## src/rtl/qmac.sv

```systemverilog
`default_nettype none
// ============================================================================
//  Module   : qmac
//  Purpose  : Pipelined signed fixed-point multiply-accumulate unit.
//             Accumulates full-precision products of (a, b) operand pairs
//             over a vector delimited by first/last markers and emits one
//             rounded, saturated N-bit result per vector.
//  Ports    : clk          - clock, rising edge
//             rst          - asynchronous reset, active low
//             in_valid/in_ready            - operand beat handshake
//             in_a, in_b   - signed Q-format operands
//             in_first     - beat restarts the accumulator
//             in_last      - beat closes the vector
//             out_valid/out_ready          - result handshake
//             out_result   - rounded, saturated Q-format result
//             out_overflow - vector saturated or accumulator wrapped
//  Revision : 1.0 - initial release
// ============================================================================
module qmac #(
  parameter int N     = 16,
  parameter int Q     = 12,
  parameter int G     = 8,
  parameter int ROUND = 1
) (
  input  logic                clk,
  input  logic                rst,
  input  logic                in_valid,
  output logic                in_ready,
  input  logic signed [N-1:0] in_a,
  input  logic signed [N-1:0] in_b,
  input  logic                in_first,
  input  logic                in_last,
  output logic                out_valid,
  input  logic                out_ready,
  output logic signed [N-1:0] out_result,
  output logic                out_overflow
);

  localparam int c_PW = 2 * N;       // product width
  localparam int c_AW = 2 * N + G;   // accumulator width
  localparam int c_RW = c_AW + 1;    // rounding width, one extra bit so the bias never wraps

  localparam logic signed [c_RW-1:0] c_RND =
      (ROUND != 0) ? (c_RW'(1) <<< (Q - 1)) : '0;
  localparam logic signed [c_RW-1:0] c_MAX = {{(c_RW-N+1){1'b0}}, {(N-1){1'b1}}};
  localparam logic signed [c_RW-1:0] c_MIN = {{(c_RW-N+1){1'b1}}, {(N-1){1'b0}}};

  // --------------------------------------------------------------------------
  // Flow control: one global advance enable shared by every stage.
  // --------------------------------------------------------------------------
  logic w_stall;
  logic w_adv;

  assign w_stall  = out_valid && !out_ready;
  assign w_adv    = !w_stall;
  assign in_ready = !w_stall;

  // --------------------------------------------------------------------------
  // Stage P: full-precision signed product
  // --------------------------------------------------------------------------
  logic signed [c_PW-1:0] w_prod;
  logic signed [c_PW-1:0] r_prod;
  logic                   r_p_valid;
  logic                   r_p_first;
  logic                   r_p_last;

  // Operands are sign-extended to the product width so the most negative
  // squared value (2^(2N-2)) is represented exactly.
  assign w_prod = $signed({{N{in_a[N-1]}}, in_a}) * $signed({{N{in_b[N-1]}}, in_b});

  always_ff @(posedge clk or negedge rst) begin
    if (!rst) begin
      r_p_valid <= 1'b0;
      r_p_first <= 1'b0;
      r_p_last  <= 1'b0;
      r_prod    <= '0;
    end else if (w_adv) begin
      r_p_valid <= in_valid;
      if (in_valid) begin
        r_prod    <= w_prod;
        r_p_first <= in_first;
        r_p_last  <= in_last;
      end
    end
  end

  // --------------------------------------------------------------------------
  // Stage A: guarded accumulation with sticky wrap detection
  // --------------------------------------------------------------------------
  logic signed [c_AW-1:0] r_acc;
  logic                   r_ovf;
  logic signed [c_AW-1:0] r_fin_acc;
  logic                   r_fin_ovf;
  logic                   r_fin_valid;

  logic signed [c_AW-1:0] w_prod_x;
  logic signed [c_AW-1:0] w_base;
  logic signed [c_AW-1:0] w_sum;
  logic                   w_add_ovf;
  logic                   w_ovf_next;

  assign w_prod_x = {{G{r_prod[c_PW-1]}}, r_prod};
  // A first beat starts from zero, so it can never wrap and clears the flag.
  assign w_base   = r_p_first ? '0 : r_acc;
  assign w_sum    = w_base + w_prod_x;
  assign w_add_ovf = (w_base[c_AW-1] == w_prod_x[c_AW-1]) &&
                     (w_sum[c_AW-1]  != w_base[c_AW-1]);
  assign w_ovf_next = (r_p_first ? 1'b0 : r_ovf) | w_add_ovf;

  always_ff @(posedge clk or negedge rst) begin
    if (!rst) begin
      r_acc       <= '0;
      r_ovf       <= 1'b0;
      r_fin_valid <= 1'b0;
      r_fin_acc   <= '0;
      r_fin_ovf   <= 1'b0;
    end else if (w_adv) begin
      if (r_p_valid) begin
        r_acc <= w_sum;
        r_ovf <= w_ovf_next;
      end
      r_fin_valid <= r_p_valid && r_p_last;
      if (r_p_valid && r_p_last) begin
        r_fin_acc <= w_sum;
        r_fin_ovf <= w_ovf_next;
      end
    end
  end

  // --------------------------------------------------------------------------
  // Stage F: round, arithmetic shift, saturate
  // --------------------------------------------------------------------------
  logic signed [c_RW-1:0] w_rnd;
  logic signed [c_RW-1:0] w_shr;
  logic                   w_sat_hi;
  logic                   w_sat_lo;
  logic signed [N-1:0]    w_res;

  assign w_rnd    = $signed({r_fin_acc[c_AW-1], r_fin_acc}) + c_RND;
  assign w_shr    = w_rnd >>> Q;
  assign w_sat_hi = (w_shr > c_MAX);
  assign w_sat_lo = (w_shr < c_MIN);
  assign w_res    = w_sat_hi ? c_MAX[N-1:0] :
                    w_sat_lo ? c_MIN[N-1:0] : w_shr[N-1:0];

  // Advancing while out_valid is high implies the current result is taken,
  // so out_valid simply follows r_fin_valid on every advancing edge.
  always_ff @(posedge clk or negedge rst) begin
    if (!rst) begin
      out_valid    <= 1'b0;
      out_result   <= '0;
      out_overflow <= 1'b0;
    end else if (w_adv) begin
      out_valid <= r_fin_valid;
      if (r_fin_valid) begin
        out_result   <= w_res;
        out_overflow <= r_fin_ovf | w_sat_hi | w_sat_lo;
      end
    end
  end

endmodule
`default_nettype wire

```

## config.mk

```make
export PLATFORM = sky130hd
export DESIGN_NAME = qmac
export DESIGN_NICKNAME = d
export VERILOG_FILES = /design/src/rtl/qmac.sv
export SDC_FILE = /design/constraint.sdc
export NUM_CORES = 1
export LEC_CHECK = 0
export ABC_AREA = 1
export CAP_MARGIN = 10
export CORE_UTILIZATION = 39
export CTS_CLUSTER_DIAMETER = 30
export DETAILED_ROUTE_END_ITERATION = 8
export GPL_ROUTABILITY_DRIVEN = 1
export PLACE_DENSITY = 0.59
export SLEW_MARGIN = 30
export SYNTH_ARGS = -nofsm -noshare
export SYNTH_HDL_FRONTEND = slang
export SYNTH_SLANG_ARGS = --single-unit
```

## constraint.sdc

```tcl
create_clock -name clk -period 6.6 [get_ports clk]
set_input_delay 0.99 -clock clk [delete_from_list [all_inputs] [get_ports clk]]
set_output_delay 0.99 -clock clk [all_outputs]
set_load 0.03 [all_outputs]
```

==> run metrics, run 1 <==
result of the run=completed; DIE AREA=49600 um^2; synthesized area per cell=a little over 7 um^2; hold crit path type=reg2reg; number of buffers inserted by port buffering=56; total number of clock tree sinks=125; Synth area leader=sky130_fd_sc_hd__fa_1; main combinational cell family by area after synthesis=adder cells; clock tree skew after final layout=between 0.015 and 0.02 ns; clock tree from TritonCTS=done; Slowest-stage cell, CP=sky130_fd_sc_hd__fa_1; number of warning messages in the yosys log=0; initial core utilization=39.6%; Hold Fails Final Rpt=0; Hold Crit Depth=2; post-synthesis sequential area ratio=16.5%; total of flip-flops plus latches after synthesis=125; transition time of the tightest slew-check pin=a little under 0.9 ns; commonest cells in the synthesized netlist=sky130_fd_sc_hd__nand2_1 (726), sky130_fd_sc_hd__inv_1 (635), sky130_fd_sc_hd__fa_1 (263), sky130_fd_sc_hd__nor2_1 (208), sky130_fd_sc_hd__o21ai_0 (126); clock latency of the later-clocked register in the worst-skew pair=around 0.43 ns; fraction of the mapped netlist area in adder cells=35.7%; Core ar.=about 48000 um^2; critical path start-end classification=in2reg; Post-Route Utilization=between 40% and 50%; Vias per Instance=a little under 5; Synthesized Nets=3081; Post-synth EDFFs=0; share of cells above drive strength 1=11.2%; top-area cell type share of the netlist area=27.7%; row cnt=80; Root Buffer=sky130_fd_sc_hd__clkbuf_16; Slowest Stage Delay on Critical Path=0.55 ns; minimum setup slack in the final design=0.192 ns; Buf/Inv on CP=11; count of antenna diodes in the layout=0; final setup violation count=0; maximum number of pins on one net before global-route repair=71; biggest fanout along the worst timing path=5; post-synthesis xor/xnor area fraction=2.21%; H-tree depth reported by CTS=4; cts-stage hold buffer count=0; cells taking the most area after synthesis=sky130_fd_sc_hd__fa_1 (28%), sky130_fd_sc_hd__dfrtp_1 (16%), sky130_fd_sc_hd__nand2_1 (14%); I/O pin cnt=57; relative max-transition margin=about two fifths; fraction of synthesis flops using an asynchronous set or reset pin=100%; clock-pin slew on the worst setup and hold paths=about 0.060 ns; Max clock buf depth=2; vertical die dimension=223 um; maximum operating frequency=156 MHz; total track usage=23.0%; pre-CTS setup slack=-0.501 ns; wire per inst=15.5 um; endpoint arrival time on the critical path=6.72 ns; number of distinct library cell variants in the gate-level netlist after synthesis=42; Area Growth Syn to Fin=18.7%; mux cell area share after synthesis=0%; total wire length=53400 um; R2R depth=15; sum of net half-perimeters after detailed placement=44900 um; antenna violation net count after detailed routing=0; DRC marker count from the first detailed-route iteration=1308; TritonCTS Buffers=17; cell count after synthesis=2658; startpoint of the most critical register-to-register path=r_p_first$_DFFE_PN0P_; final count of pins violating max slew=0; time the worst path needs with I/O delays and setup=~6.4 ns; Synth Area in Simple Gates=24.2%; most frequent cell on the critical path=sky130_fd_sc_hd__nand2_1; die boundary width=223 um; crit path capture=r_prod[24]$_DFFE_PN0P_; main flop type after synthesis=sky130_fd_sc_hd__dfrtp_1; Setup crit end kind=flop; number of antenna violations at the first check in global routing=1; fill cell instance count of the final layout=4843; Max-cap violations=0; required arrival time at the worst endpoint=between 6 and 7 ns; number of global-route vias before repair=approximately 18000; portion of the clock cycle consumed by the worst path in the final layout=97.1%; register-to-register setup slack=roughly 2.5 ns; cell class contributing the biggest share of worst-path delay=adder cells; type of origin of the critical path=input pin; Cell Area, Synth=around 19000 um^2; leading cell type by number of instances after synthesis=sky130_fd_sc_hd__nand2_1; wire length of the first global-routing pass=between 90000 and 100000 um; total via count after detailed routing=16900; compound-cell area share of the yosys netlist=6.97%; Pre-antenna DRT Iters=5; Setup crit start=in_a[3]; R2R Path End=r_fin_acc[38]$_DFFE_PN0P_; placer congestion estimate=roughly 1; Post-route DRC=0; number of nets in the layout=3249; GR Overflow Total=0; instance count on the critical path=30
final cells by class:
class                      count  area (um^2)  area share [%]
clock inverter                12          138           0.610
multi-input combinational   1809        13500            59.8
timing repair buffer         235         2190            9.71
inverter                     638         2400            10.6
tap                          615          769            3.41
sequential                   125         3130            13.9
clock buffer                  20          457            2.02
worst min-delay path by stage:
stage | start | to | slack [ns]
2_1_floorplan | r_fin_valid$_DFFE_PN0N_ | out_valid$_DFFE_PN0N_ | 0.43
3_3_place_gp | r_fin_valid$_DFFE_PN0N_ | out_valid$_DFFE_PN0N_ | 0.44
3_5_place_dp | r_fin_valid$_DFFE_PN0N_ | out_valid$_DFFE_PN0N_ | 0.46
4_1_cts | r_fin_valid$_DFFE_PN0N_ | out_valid$_DFFE_PN0N_ | 0.47
5_1_grt | r_acc[34]$_DFFE_PN0P_ | r_acc[34]$_DFFE_PN0P_ | 0.50
6_report | r_fin_valid$_DFFE_PN0N_ | out_valid$_DFFE_PN0N_ | 0.46
cell families after synthesis:
group | count (synthesis)
simple gates | 1129
buf+inv | 724
fa+ha+maj | 385
compound gates | 247
flops | 125
xor+xnor | 48
layout by cell type, fill, tap and decap left out, drive strengths merged:
cell type / synthesis / routed
a31oi: 9 / 9
o31ai: 1 / 1
a211oi: 1 / 1
bufinv: 0 / 2
a21oi: 81 / 81
or2: 29 / 29
o21ai: 128 / 128
clkinv: 2 / 7
xor2: 23 / 23
nand3: 111 / 111
buf: 6 / 180
dfrtp: 125 / 125
a21boi: 4 / 4
o21bai: 9 / 9
o22ai: 1 / 1
dlymetal6s2s: 0 / 8
clkbuf: 80 / 20
inv: 636 / 636
nor4: 2 / 2
clkdlybuf4s50: 0 / 47
and2: 1 / 1
fa: 263 / 263
nand4: 12 / 12
xnor2: 25 / 25
o21ba: 1 / 1
clkinvlp: 0 / 5
o221ai: 2 / 2
ha: 122 / 122
nor2: 213 / 213
o21a: 2 / 2
a21o: 8 / 8
and3: 2 / 2
nand2: 732 / 732
nor3: 19 / 19
nand3b: 8 / 8
layer usage:
metal / up-vias / wire (um) / part of all wire (%) / track usage [%]
li1: 8212 / - / - / -
met3: 43 / 2780 / 5.2 / 3.09
met4: 2 / 580 / 1.1 / 3.47
met5: - / 8 / 0.015 / 0
met2: 402 / 24000 / 45 / 36.7
met1: 8198 / 26000 / 49 / 33.6
state kept, by name (all words and copies together), names as in the netlist:
| signal | count |
|---|---|
| r_fin_ovf | 1 |
| r_fin_acc | 29 |
| out_overflow | 1 |
| r_p_first | 1 |
| r_fin_valid | 1 |
| out_valid | 1 |
| r_ovf | 1 |
| r_p_last | 1 |
| out_result | 16 |
| r_prod | 32 |
| r_acc | 40 |
| r_p_valid | 1 |
worst register-to-register path, stage by stage (launching register included):
cell and delay, ns:
sky130_fd_sc_hd__dfrtp_1 0.62, sky130_fd_sc_hd__buf_4 0.35, sky130_fd_sc_hd__nor2_1 0.14, sky130_fd_sc_hd__ha_1 0.25, sky130_fd_sc_hd__inv_1 0.08, sky130_fd_sc_hd__fa_1 0.41
sky130_fd_sc_hd__o21ai_1 0.59, sky130_fd_sc_hd__a21oi_1 0.22, sky130_fd_sc_hd__o21ai_1 0.49, sky130_fd_sc_hd__nand3_1 0.15, sky130_fd_sc_hd__nand2_1 0.22, sky130_fd_sc_hd__nand2_1 0.11
sky130_fd_sc_hd__nand2_1 0.08, sky130_fd_sc_hd__nand2_1 0.06, sky130_fd_sc_hd__nand3_1 0.11, sky130_fd_sc_hd__o21ai_0 0.10
metrics by stage:
step | hold WS, ns | std cells | TNS (ns) | instance area, um^2
global route | 0.495 | 3454 | -0.0493 | 22600
floorplan | 0.432 | 2658 | 0 | 19000
finish | 0.464 | 3454 | 0 | 22600
detailed placement | 0.462 | 3416 | -6.36 | 21500
global placement | 0.445 | 3416 | -5.71 | 21500
CTS | 0.472 | 3449 | 0 | 22100
repair_timing:
| item | in CTS | in global routing |
|---|---|---|
| gates resized for setup | 5 | 91 |
| pin swaps | 1 | 32 |
| setup endpoints to repair | 4 | 17 |
| buffers inserted | 1 | 5 |
Power of run 1 is not shown: default switching activity piles up to over one toggle a cycle in this logic, so the estimate is an artifact.
==> run 2: changes to the inputs <==
- TNS_END_PERCENT: default -> 20
==> run metrics, run 2 (same netlist as run 1, synthesis figures left out) <==
Area Growth Syn to Fin=18.8%; Buf/Inv on CP=5; WHS=0.463 ns; I/O pin cnt=57; count of antenna diodes in the layout=0; critical path start-end classification=in2reg; pre-CTS setup slack=-0.501 ns; number of global-route vias before repair=17500; clock tree from TritonCTS=done; sequential cell area=3130 um^2; Setup crit end kind=flop; number of nets in the layout=3249; H-tree depth reported by CTS=4; relative max-transition margin=42.1%; leading registers by flop count=r_acc (40), r_prod (32), r_fin_acc (29); Max-cap violations=0; DRC marker count from the first detailed-route iteration=1272; required arrival time at the worst endpoint=6.90 ns; total track usage=roughly 23%; leading cell type in the layout, fill and taps excluded=sky130_fd_sc_hd__nand2_1; Core ar.=47900 um^2; fill cell instance count of the final layout=4850; maximum number of pins on one net before global-route repair=71; flip-flop count of the largest register after layout=40; vertical die dimension=223 um; register containing the most flip-flops in the final layout=r_acc; GR Overflow Total=0; most frequent cell on the critical path=sky130_fd_sc_hd__fa_1; biggest fanout along the worst timing path=8; share of cells above drive strength 1=11.2%; Slowest Stage Delay on Critical Path=0.57 ns; number of buffers inserted by port buffering=56; TritonCTS Buffers=17; die boundary width=223 um; endpoint arrival time on the critical path=between 6 and 7 ns; DIE AREA=49600 um^2; total wire length=53400 um; placer congestion estimate=between 0.9 and 1; Vias per Instance=4.89; R2R depth=15; final count of pins violating max slew=0; initial core utilization=39.6%; register-to-register setup slack=2.49 ns; sum of net half-perimeters after detailed placement=44900 um; result of the run=completed; wire per inst=about 15 um; startpoint of the tightest hold check path=r_fin_valid$_DFFE_PN0N_; Max clock buf depth=2; clock tree skew after final layout=roughly 0.017 ns; Pre-antenna DRT Iters=6; number of antenna violations at the first check in global routing=1; multi-input logic area=13500 um^2; maximum operating frequency=155 MHz; cell class contributing the biggest share of worst-path delay=adder cells; R2R Path End=r_fin_acc[38]$_DFFE_PN0P_; Hold Crit Depth=2; portion of the clock cycle consumed by the worst path in the final layout=97.8%; endpoint of the worst hold-timing path=out_valid$_DFFE_PN0N_; hold crit path type=reg2reg; row cnt=80; Post-route DRC=0; Root Buffer=sky130_fd_sc_hd__clkbuf_16; transition time of the tightest slew-check pin=between 0.8 and 0.9 ns; startpoint of the most critical register-to-register path=r_p_first$_DFFE_PN0P_; commonest cells after routing, fill and taps aside=sky130_fd_sc_hd__nand2_1 (716), sky130_fd_sc_hd__inv_1 (628), sky130_fd_sc_hd__fa_1 (260), sky130_fd_sc_hd__nor2_1 (201), sky130_fd_sc_hd__buf_4 (152); ordered list of cells on the worst path=clkdlybuf4s50_1 -> buf_6 -> nand2_1 -> fa_1 -> fa_1 -> fa_1 -> inv_1 -> fa_1 -> fa_1 -> inv_1 -> fa_1 -> inv_1 -> ha_4 -> a21oi_1 -> o21ai_0 -> a21oi_1 -> nand3_2 -> a21o_1 -> or2_2 -> nand3_1 -> nand2_1; total via count after detailed routing=between 15000 and 20000; Slowest-stage cell, CP=sky130_fd_sc_hd__fa_1; total number of clock tree sinks=125; final setup violation count=0; wire length of the first global-routing pass=90800 um; clock-pin slew on the worst setup and hold paths=0.06 ns; antenna violation net count after detailed routing=0; clock latency of the later-clocked register in the worst-skew pair=0.43 ns; type of origin of the critical path=input pin; Hold Fails Final Rpt=0; minimum setup slack in the final design=0.147 ns; time the worst path needs with I/O delays and setup=6.45 ns
run 2: worst max path at each step:
stage	start	to	slack, ns	cells after the start
5_1_grt	in_b[6]	r_prod[24]$_DFFE_PN0P_	-0.05	26
3_5_place_dp	in_a[15]	r_prod[28]$_DFFE_PN0P_	-0.50	26
3_3_place_gp	in_b[15]	r_prod[28]$_DFFE_PN0P_	-0.53	26
4_1_cts	in_a[15]	r_prod[29]$_DFFE_PN0P_	-0.005	26
6_report	in_b[3]	r_prod[25]$_DFFE_PN0P_	0.15	21
2_1_floorplan	in_b[5]	r_prod[31]$_DFFE_PN0P_	0.001	23
run 2: area by class of cell:
type	instances	area share, %
clock buffer	20	2.02
clock inverter	12	0.609
inverter	638	10.6
multi-input combinational	1809	59.8
sequential	125	13.9
tap	615	3.41
timing repair buffer	235	9.69
run 2: routing by layer:
metal	share of wire (%)	vias up	track usage, %
met5	0.015	-	0
met4	1.1	2	3.47
met3	5.4	44	3.09
met2	45	420	36.7
met1	48	8210	33.6
li1	-	8219	-
run 2: what timing repair did:
action	4_1_cts	5_1_grt
hold buffers	0	0
setup endpoints to repair	4	17
pin swaps	0	39
gates resized for setup	4	94
buffers inserted	0	6
run 2: stage by stage:
stage | util [%] | cell area (um^2) | TNS (ns) | instances
3_3_place_gp | 44.8 | 21500 | -5.71 | 3416
3_5_place_dp | 44.8 | 21500 | -6.36 | 3416
5_1_grt | 47.1 | 22600 | -0.0713 | 3454
6_report | 47.1 | 22600 | 0 | 3454
2_1_floorplan | - | 19000 | 0 | 2658
4_1_cts | 46.1 | 22100 | -0.00467 | 3448
run 2: worst reg2reg max path, delay by kind of cell (launching register included):
kind / cells / cell delay [ns]
simple gates: 7 / 0.89
compound gates: 4 / 1.42
flops: 1 / 0.62
buf+inv: 2 / 0.43
fa+ha+maj: 2 / 0.66
Power of run 2 is left out for the same reason.
